<file path="src/rtl/fifo_flagged_if.sv">
// Handshake/status bundle between a producer/consumer and fifo_flagged.
// The slave modport is the FIFO side; the master modport is the user side.
interface fifo_flagged_if #(
  parameter int DEPTH = 8,
  parameter int WIDTH = 8
);
  localparam int CW = $clog2(DEPTH) + 1;

  logic             push;
  logic [WIDTH-1:0] din;
  logic             pop;
  logic             err_clr;
  logic [WIDTH-1:0] dout;
  logic             dout_valid;
  logic             full;
  logic             empty;
  logic             almost_full;
  logic             almost_empty;
  logic [CW-1:0]    count;
  logic             overflow;
  logic             underflow;

  modport master (
    output push, din, pop, err_clr,
    input  dout, dout_valid, full, empty, almost_full, almost_empty,
           count, overflow, underflow
  );

  modport slave (
    input  push, din, pop, err_clr,
    output dout, dout_valid, full, empty, almost_full, almost_empty,
           count, overflow, underflow
  );
endinterface

</file>
<file path="src/rtl/fifo_flagged.sv">
// Single-clock FIFO with occupancy count, programmable almost flags and sticky errors.
// Define FIFO_FLAGGED_FWFT_EN for first-word fall-through reads; default is 1-cycle registered read.
module fifo_flagged #(
  parameter int DEPTH    = 8,
  parameter int WIDTH    = 8,
  parameter int AF_LEVEL = DEPTH - 2,
  parameter int AE_LEVEL = 1
) (
  input logic           clk,
  input logic           rst,
  fifo_flagged_if.slave bus
);

  localparam int AW = $clog2(DEPTH);
  localparam int CW = AW + 1;
  localparam logic [CW-1:0] C_DEPTH = CW'(DEPTH);
  localparam logic [CW-1:0] C_AF    = CW'(AF_LEVEL);
  localparam logic [CW-1:0] C_AE    = CW'(AE_LEVEL);
  localparam logic [CW-1:0] C_ONE   = CW'(1);

  logic [WIDTH-1:0] r_mem [DEPTH];
  logic [CW-1:0]    r_wptr;
  logic [CW-1:0]    r_rptr;
  logic [CW-1:0]    r_count;
  logic [WIDTH-1:0] r_dout;
  logic             r_overflow;
  logic             r_underflow;

  logic [AW-1:0]    w_waddr;
  logic [AW-1:0]    w_raddr;
  logic             w_full;
  logic             w_empty;
  logic             w_rd_ok;
  logic             w_wr_ok;
  logic [WIDTH-1:0] w_head;

  assign w_waddr = r_wptr[AW-1:0];
  assign w_raddr = r_rptr[AW-1:0];

  // Same slot index with differing wrap bits means every entry is occupied.
  assign w_full  = (r_wptr[AW] != r_rptr[AW]) && (w_waddr == w_raddr);
  assign w_empty = (r_wptr == r_rptr);

  // A pop on a full FIFO frees the head slot in the same cycle, so a push may follow it in.
  assign w_rd_ok = bus.pop & ~w_empty;
  assign w_wr_ok = bus.push & (~w_full | w_rd_ok);
  assign w_head  = r_mem[w_raddr];

  always_ff @(posedge clk) begin
    if (w_wr_ok) begin
      r_mem[w_waddr] <= bus.din;
    end
  end

  always_ff @(posedge clk or posedge rst) begin
    if (rst) begin
      r_wptr  <= '0;
      r_rptr  <= '0;
      r_count <= '0;
    end else begin
      if (w_wr_ok) begin
        r_wptr <= r_wptr + C_ONE;
      end
      if (w_rd_ok) begin
        r_rptr <= r_rptr + C_ONE;
      end
      r_count <= r_count + CW'(w_wr_ok) - CW'(w_rd_ok);
    end
  end

  // A fresh error in the clearing cycle takes priority over err_clr.
  always_ff @(posedge clk or posedge rst) begin
    if (rst) begin
      r_overflow  <= 1'b0;
      r_underflow <= 1'b0;
    end else begin
      if (bus.push & ~w_wr_ok) begin
        r_overflow <= 1'b1;
      end else if (bus.err_clr) begin
        r_overflow <= 1'b0;
      end
      if (bus.pop & ~w_rd_ok) begin
        r_underflow <= 1'b1;
      end else if (bus.err_clr) begin
        r_underflow <= 1'b0;
      end
    end
  end

`ifdef FIFO_FLAGGED_FWFT_EN
  // r_dout remembers the word last shown so dout can hold it once the FIFO drains.
  always_ff @(posedge clk or posedge rst) begin
    if (rst) begin
      r_dout <= '0;
    end else if (!w_empty) begin
      r_dout <= w_head;
    end
  end

  assign bus.dout       = w_empty ? r_dout : w_head;
  assign bus.dout_valid = ~w_empty;
`else
  logic r_dout_valid;

  always_ff @(posedge clk or posedge rst) begin
    if (rst) begin
      r_dout       <= '0;
      r_dout_valid <= 1'b0;
    end else begin
      r_dout_valid <= w_rd_ok;
      if (w_rd_ok) begin
        r_dout <= w_head;
      end
    end
  end

  assign bus.dout       = r_dout;
  assign bus.dout_valid = r_dout_valid;
`endif

  assign bus.full         = w_full;
  assign bus.empty        = w_empty;
  assign bus.count        = r_count;
  assign bus.almost_full  = (r_count >= C_AF);
  assign bus.almost_empty = (r_count <= C_AE);
  assign bus.overflow     = r_overflow;
  assign bus.underflow    = r_underflow;

  // Upper bound of the occupancy counter; kept for readability of the full condition.
  logic w_count_at_depth;
  assign w_count_at_depth = (r_count == C_DEPTH);

  logic w_unused;
  assign w_unused = w_count_at_depth;

endmodule

</file>
<file path="src/flat_wrapper.sv">
// flat-port wrapper written by rule: the top's interface ports become plain ports
module fifo_flagged_flat 
#(
  parameter int DEPTH    = 8,
  parameter int WIDTH    = 8,
  parameter int AF_LEVEL = DEPTH - 2,
  parameter int AE_LEVEL = 1
)
  (clk, rst, bus_push, bus_din, bus_pop, bus_err_clr, bus_dout, bus_dout_valid, bus_full, bus_empty, bus_almost_full, bus_almost_empty, bus_count, bus_overflow, bus_underflow);
  fifo_flagged_if #(.DEPTH(DEPTH), .WIDTH(WIDTH)) bus_i ();
  input logic clk;
  input logic rst;
  input wire logic [$bits(bus_i.push)-1:0] bus_push;
  input wire logic [$bits(bus_i.din)-1:0] bus_din;
  input wire logic [$bits(bus_i.pop)-1:0] bus_pop;
  input wire logic [$bits(bus_i.err_clr)-1:0] bus_err_clr;
  output wire logic [$bits(bus_i.dout)-1:0] bus_dout;
  output wire logic [$bits(bus_i.dout_valid)-1:0] bus_dout_valid;
  output wire logic [$bits(bus_i.full)-1:0] bus_full;
  output wire logic [$bits(bus_i.empty)-1:0] bus_empty;
  output wire logic [$bits(bus_i.almost_full)-1:0] bus_almost_full;
  output wire logic [$bits(bus_i.almost_empty)-1:0] bus_almost_empty;
  output wire logic [$bits(bus_i.count)-1:0] bus_count;
  output wire logic [$bits(bus_i.overflow)-1:0] bus_overflow;
  output wire logic [$bits(bus_i.underflow)-1:0] bus_underflow;
  assign bus_i.push = bus_push;
  assign bus_i.din = bus_din;
  assign bus_i.pop = bus_pop;
  assign bus_i.err_clr = bus_err_clr;
  assign bus_dout = bus_i.dout;
  assign bus_dout_valid = bus_i.dout_valid;
  assign bus_full = bus_i.full;
  assign bus_empty = bus_i.empty;
  assign bus_almost_full = bus_i.almost_full;
  assign bus_almost_empty = bus_i.almost_empty;
  assign bus_count = bus_i.count;
  assign bus_overflow = bus_i.overflow;
  assign bus_underflow = bus_i.underflow;
  fifo_flagged #(.DEPTH(DEPTH), .WIDTH(WIDTH), .AF_LEVEL(AF_LEVEL), .AE_LEVEL(AE_LEVEL)) u_core (.clk(clk), .rst(rst), .bus(bus_i));
endmodule
</file>
<file path="config.mk">
export PLATFORM = sky130hd
export DESIGN_NAME = fifo_flagged_flat
export DESIGN_NICKNAME = d
export VERILOG_FILES = /design/src/rtl/fifo_flagged_if.sv /design/src/rtl/fifo_flagged.sv /design/src/flat_wrapper.sv
export SDC_FILE = /design/constraint.sdc
export NUM_CORES = 1
export LEC_CHECK = 0
export ABC_AREA = 1
export CORE_MARGIN = 4
export CORE_UTILIZATION = 40
export DETAILED_ROUTE_END_ITERATION = 10
export GPL_TIMING_DRIVEN = 0
export PLACE_DENSITY = 0.62
export SLEW_MARGIN = 20
export SYNTH_ARGS = -nofsm -noshare
export SYNTH_HDL_FRONTEND = slang
export SYNTH_SLANG_ARGS = --single-unit
</file>
<file path="constraint.sdc">
create_clock -name clk -period 2 [get_ports clk]
set_input_delay 0.2 -clock clk [delete_from_list [all_inputs] [get_ports clk]]
set_output_delay 0.2 -clock clk [all_outputs]
set_load 0.02 [all_outputs]
</file>
# --- Word-level counts from Yosys, hierarchy flattened ---
# Memory sizes are Yosys's and may differ from the RTL's. A register that Yosys moved wholly into a read port is not among the register bits.
# Index checks and enable logic that the tools add are counted.
totals:
  out_inout_bits: 19
  mem_bits_rw: 64
  word_cells: 33
  regBits: 15
  n_memories: 1
classes:
  n_addsub: 4
  eq_ne: 3
  reduce_logical: 3
  magnitude_cmp: 2
  bitwise: 9
  muxes: 5
mem_list:
  columns: ["memory", "words", "width", "read_ports", "rd_clocked_by_memory_dff", "wr", "line_no", "text"]
  rows:
  - ["u_core.r_mem", 8, 8, 1, 1, 1, "fifo_flagged.sv:21", "logic [WIDTH-1:0] r_mem [DEPTH];"]
ops:
  columns: ["cell", "count"]
  rows:
  - ["$add 4x1->4 const B", 2]
  - ["$mux 1", 5]
  - ["$add 4x1->4", 1]
  - ["$and 1x1->1", 4]
  - ["$eq 4x4->1", 1]
  - ["$ge 4x3->1 const B", 1]
  - ["$le 4x1->1 const B", 1]
  - ["$not 1->1", 4]
  - ["$reduce_bool 2->1", 2]
  - ["$sub 4x1->4", 1]
  - ["$eq 3x3->1", 1]
  - ["$logic_and 1x1->1", 1]
  - ["$ne 1x1->1", 1]
  - ["$or 1x1->1", 1]

# --- Depth between registers and ports, before layout ---
depth:
  word_depth: 8
  ltp_mapped: 15
  ltp_nobuf: 13

# --- Least setup slack after synthesis ---
# Ideal clock, no wire load.
synth_path:
  path_kind: "reg2reg"
  startpoint: "register u_core.r_rptr[1]"
  endpoint: "register u_core.r_count[2], in the netlist u_core.bus.count[2]"
  t_arrival_ns: 2.133
  stages_incl_launch_ff: 15
  required_time_ns: 1.877
  period_less_slack_ns: 2.255
  path_slack_ns: -0.255
  path_cell_list: "dfrtp_1 > buf_6 > nand2_1 > nand2_1 > nor2_4 > nand3_2 > nand2_4 > inv_4 > buf_6 > ha_1 > inv_1 > ha_1 > inv_1 > fa_1 > xnor2_1"
synth_between:
  elab_chain_len: 7
  word_cells_on_any_way: 10
  cone_classes: "add/sub (2); eq/ne (2); bitwise (5); reduce/logical (1)"
synth_lines:
  columns: ["item", "line_no", "text"]
  rows:
  - ["from (decl)", "fifo_flagged.sv:23", "logic [CW-1:0] r_rptr;"]
  - ["from (signal assigned)", "fifo_flagged.sv:65", "r_rptr <= r_rptr + C_ONE;"]
  - ["$eq 4x4->1 (*)", "fifo_flagged.sv:42", "assign w_empty = (r_wptr == r_rptr);"]
  - ["$not 1->1 (*)", "fifo_flagged.sv:45", "assign w_rd_ok = bus.pop & ~w_empty;"]
  - ["$and 1x1->1 (*)", "fifo_flagged.sv:45", null]
  - ["via u_core.w_rd_ok", "fifo_flagged.sv:33", "logic w_rd_ok;"]
  - ["$or 1x1->1", "fifo_flagged.sv:46", "assign w_wr_ok = bus.push & (~w_full | w_rd_ok);"]
  - ["$and 1x1->1", "fifo_flagged.sv:46", null]
  - ["$add 4x1->4", "fifo_flagged.sv:67", "r_count <= r_count + CW'(w_wr_ok) - CW'(w_rd_ok);"]
  - ["$sub 4x1->4 (*)", "fifo_flagged.sv:67", null]
  - ["to (signal assigned)", "fifo_flagged.sv:67", null]
  - ["to (decl)", "fifo_flagged.sv:24", "logic [CW-1:0] r_count;"]
# Mark *: on every way through the listed nets, which the timed path passes. The rest lies on a longest branch.
# A chain may end at the register's enable or synchronous reset.

# --- Worst setup path after layout ---
layout_path:
  startpoint: "register u_core.r_rptr[0]"
  endpoint: "register u_core.r_count[1], in the netlist u_core.bus.count[1]"
layout_between:
  elab_chain_len: 7
  word_cells_on_any_way: 10
  cone_classes: "add/sub (2); eq/ne (2); bitwise (5); reduce/logical (1)"
layout_lines:
  columns: ["item", "line_no"]
  rows:
  - ["$eq 4x4->1 / $eq 3x3->1 (equally long branches)", "fifo_flagged.sv:42, fifo_flagged.sv:41"]
  - ["$not 1->1 / $logic_and 1x1->1 (equally long branches)", "fifo_flagged.sv:45, fifo_flagged.sv:41"]
  - ["$and 1x1->1 / $not 1->1 (equally long branches)", "fifo_flagged.sv:45, fifo_flagged.sv:46"]
  - ["$or 1x1->1", "fifo_flagged.sv:46"]
  - ["$and 1x1->1", "fifo_flagged.sv:46"]
  - ["$add 4x1->4", "fifo_flagged.sv:67"]
  - ["$sub 4x1->4 (*)", "fifo_flagged.sv:67"]
# Mark *: on every way between the ends. The rest lies on a longest branch, timed or not.

==> parameters.txt <==
Parameter                              Value

Setup path
  Kind of cell adding the most delay to the critical path ... adder cells
  Crit-path cells ... buf_6 -> nand2_2 -> nand2_4 -> nor2_4 -> nand3_4 -> nand2_4 -> inv_8 -> ha_4 -> inv_4 -> ha_4 -> inv_2 -> fa_2 -> inv_2
  Worst endpoint data arrival time ... 2.40 ns
  Top fanout value on the critical path ... 4
  Worst path slowest cell ... sky130_fd_sc_hd__fa_2
  Type of the worst setup path ... register to register
  Critical path endpoint category ... register
  Category of the worst setup path launch point ... register
  Data required, critical path ... 2.26 ns
  Slowest Stage Delay on Critical Path ... 0.51 ns
  Crit path buf inv count ... 5

Clock network
  Total CTS buffers ... 9
  CTS Sinks ... 87
  Clock tree from TritonCTS ... yes
  Maximum buffer depth of the clock tree ... 2
  Cts hold-fix bufs ... 0
  Clock transition at the registers of the reported paths ... 0.10 ns
  Clock latency reported for the late side of the worst-skew pair ... 0.35 ns
  Clock root cell ... sky130_fd_sc_hd__clkbuf_8
  H-tree levels ... 3

Synthesis
  Post-synthesis async set-or-reset flop share ... 26.4%
  Mapped Nets ... 389
  Most numerous cell types in the synthesized netlist ... sky130_fd_sc_hd__nand2_1 (97), sky130_fd_sc_hd__nor2_1 (76), sky130_fd_sc_hd__edfxtp_1 (64)
  Most common cell in the netlist ... sky130_fd_sc_hd__nand2_1
  Netlist area before placement ... 3830 um2
  Leading area contributor after synthesis ... sky130_fd_sc_hd__edfxtp_1
  Most frequently used flop master after synthesis ... sky130_fd_sc_hd__edfxtp_1
  Post-synthesis sequential area ratio ... 65.3%
  Synthesis-stage register bit count ... 87
  Syn Area/Cell ... 10.4 um2
  Fraction of synthesized cell area taken by the top area cell type ... 50.2%
  Synthesis Warnings ... 0
  Top area cells in the synthesized netlist ... sky130_fd_sc_hd__edfxtp_1 (50%), sky130_fd_sc_hd__dfrtp_1 (15%), sky130_fd_sc_hd__nand2_1 (9.5%), sky130_fd_sc_hd__nor2_1 (7.5%), sky130_fd_sc_hd__o21ai_0 (4.3%)
  EDFF count, synth ... 64
  Number of distinct library cells after synthesis ... 25
  Post-Synthesis Cells ... 367

Power
  Power density cells ... 1540 nW/um2
  Overall power after layout ... 7.39 mW
  Standby leakage power ... 1.97 nW
  Peak ir drop on the vdd network ... 565 uV

Placement
  Port-buffer cells ... 31
  RePlAce Congestion ... 0.791
  Worst-case setup slack after placement ... -0.345 ns
  Number of instances in the placed design ... 527
  Placed wire-length estimate after detailed placement ... 5490 um

Routing
  Drt first-iter violations ... 105
  Vias after detailed routing ... 2,692
  Detailed-route wire length ... 8440 um
  Wire length per cell ... 15.0 um
  Number of remaining DRC errors ... 0
  Post-DRT Antenna Nets ... 0
  Detailed-route vias per instance ... 4.79
  Number of detailed-routing iterations run before antenna repair ... 4

Timing
  Post-route fraction of the period consumed by the critical path ... 107%
  Final count of hold timing violations ... 0
  Total count of max-transition violations in the final report ... 0
  Unrepaired setup endpoints after global routing ... true
  Headroom to the max-slew limit ... 39.6%
  Clock tree skew after final layout ... 0.0114 ns
  Peak Freq ... 468 MHz
  Actual slew at the worst max-slew pin ... 0.904 ns
  Final min period ... 2.14 ns
  Worst hold-check slack ... 0.339 ns
  Setup violators final ... 26
  Final setup margin ... -0.139 ns

Die
  Cell Rows ... 35
  Number of placed I/O pins ... 32
  Effective utilization at floorplan ... 41.2%
  Core outline area ... 9280 um2
  DIE HEIGHT ... 106 um
  Die Area ... 11,200 um2
  Die span in x ... 106 um

Global route
  Pin count of the biggest net entering global routing ... 24
  Via count of the first global-routing pass ... 2,579
  Wire length of the first global-routing pass ... 13,500 um
  Grt total ovfl ... 0
  Initial antenna violation count ... 0
  GR Util All Layers ... 16.0%

Layout
  Post-Route Utilization ... 51.6%
  Net count reported at finish ... 450
  Layout cell share with drive strength beyond 1 ... 17.6%
  Register area ... 2500 um2
  Layout-stage area growth over the synthesis result ... 25.2%
  Area of the multi-input gates ... 1250 um2
  Final Non-Filler Cells ... 562
  Fillers ... 877
  Antenna diode instance count ... 0

Flow run
  Maximum capacitance violations ... 0

Status
  Outcome ... complete, but fails checks
  Violated checks ... setup timing

Worst hold path
  Worst min-delay path class ... primary input to asynchronous set/reset pin
[registers in the layout, summed over array words and instances, names as in the netlist]
name / cells
u_core.r_wptr: 4
u_core.r_mem: 64
u_core.bus.dout_valid: 1
u_core.r_rptr: 4
u_core.bus.dout: 8
u_core.bus.overflow: 1
u_core.bus.underflow: 1
u_core.bus.count: 4
[metal layers]
layer / vias up / wire [um] / share of wire (%) / GRT usage [%]
li1: 1318 / - / - / -
met1: 1297 / 3850 / 46 / 21.2
met2: 66 / 4060 / 48 / 26.4
met3: 11 / 422 / 5.0 / 2.76
met4: 0 / 114 / 1.4 / 6.20
met5: - / 0 / 0 / 0
[placed cells by master, fill, tap and decap left out, types with 3 or more instances in the layout]
master / count
sky130_fd_sc_hd__inv_2: 4
sky130_fd_sc_hd__inv_8: 3
sky130_fd_sc_hd__nand2_2: 3
sky130_fd_sc_hd__buf_12: 3
sky130_fd_sc_hd__xnor2_1: 5
sky130_fd_sc_hd__clkbuf_8: 9
sky130_fd_sc_hd__nand2_4: 4
sky130_fd_sc_hd__dfrtp_1: 21
sky130_fd_sc_hd__inv_1: 15
sky130_fd_sc_hd__edfxtp_1: 64
sky130_fd_sc_hd__clkdlybuf4s50_1: 28
sky130_fd_sc_hd__clkbuf_1: 5
sky130_fd_sc_hd__nand3_1: 8
sky130_fd_sc_hd__ha_1: 6
sky130_fd_sc_hd__nor2_4: 4
sky130_fd_sc_hd__buf_6: 4
sky130_fd_sc_hd__buf_4: 18
sky130_fd_sc_hd__buf_2: 5
sky130_fd_sc_hd__nand2_1: 93
sky130_fd_sc_hd__nor2_1: 71
sky130_fd_sc_hd__o21ai_0: 33
[logic make-up (layout without fill, tap and decap cells)]
family                     count (synthesis)  in the layout  share of synthesized area [%]
DFF                                       87             87                           65.3
buffers and inverters                     38            104                           4.77
xor gates and xnor gates                   9              9                           2.26
adders and majority gates                  9              9                           3.14
AOI/OAI and AO/OA                         36             36                           4.77
and+or+nand+nor                          188            188                           19.8
[layout make-up]
cell class | count | share of cell area [%]
inverters | 23 | 2.22
clock inverters | 6 | 1.10
flip-flops and latches | 87 | 52.2
repair buffers | 51 | 10.4
clock buffers | 10 | 2.66
multi-input cells | 242 | 26.1
well taps | 129 | 3.37
plain buffers | 14 | 1.93
[path summary, 6_finish.rpt]
check                      slack (ns)               endpoint               start  cells past startpoint
setup / recovery                -0.14    u_core.bus.count[1]    u_core.r_rptr[0]                     13
min in group clk                 0.45   u_core.bus.underflow         bus_err_clr                      2
hold / removal                   0.34  u_core.bus.dout_valid                 rst                      2
setup reg to reg                -0.14    u_core.bus.count[1]    u_core.r_rptr[0]                     13
max in group asynchronous        1.05       u_core.r_wptr[0]                 rst                      2
hold reg to reg                  0.49     u_core.bus.dout[7]  u_core.bus.dout[7]                      2
[where the power goes]
group          total, mW  switching [mW]  leakage, nW  internal, mW
registers           2.58           0.223        0.864          2.35
logic               3.68            2.13         1.02          1.54
clock network       1.14           0.671       0.0854         0.472
[stage by stage]
step	cell area (um2)	setup TNS, ns
final	4790	-2.45
after global routing	4790	-5.63
after CTS	4650	-3.28
after detailed placement	4360	-16.60
after global placement	4360	-14.07
after floorplan	3890	-0.271
[what timing repair did]
item                       in CTS  in global routing
gates resized for setup        14                 11
cloned                          0                  0
pin swaps                       8                  9
setup endpoints to repair      69                 56
setup buffers                  11                  9
Note: power is estimated with default switching activity, not from simulation.
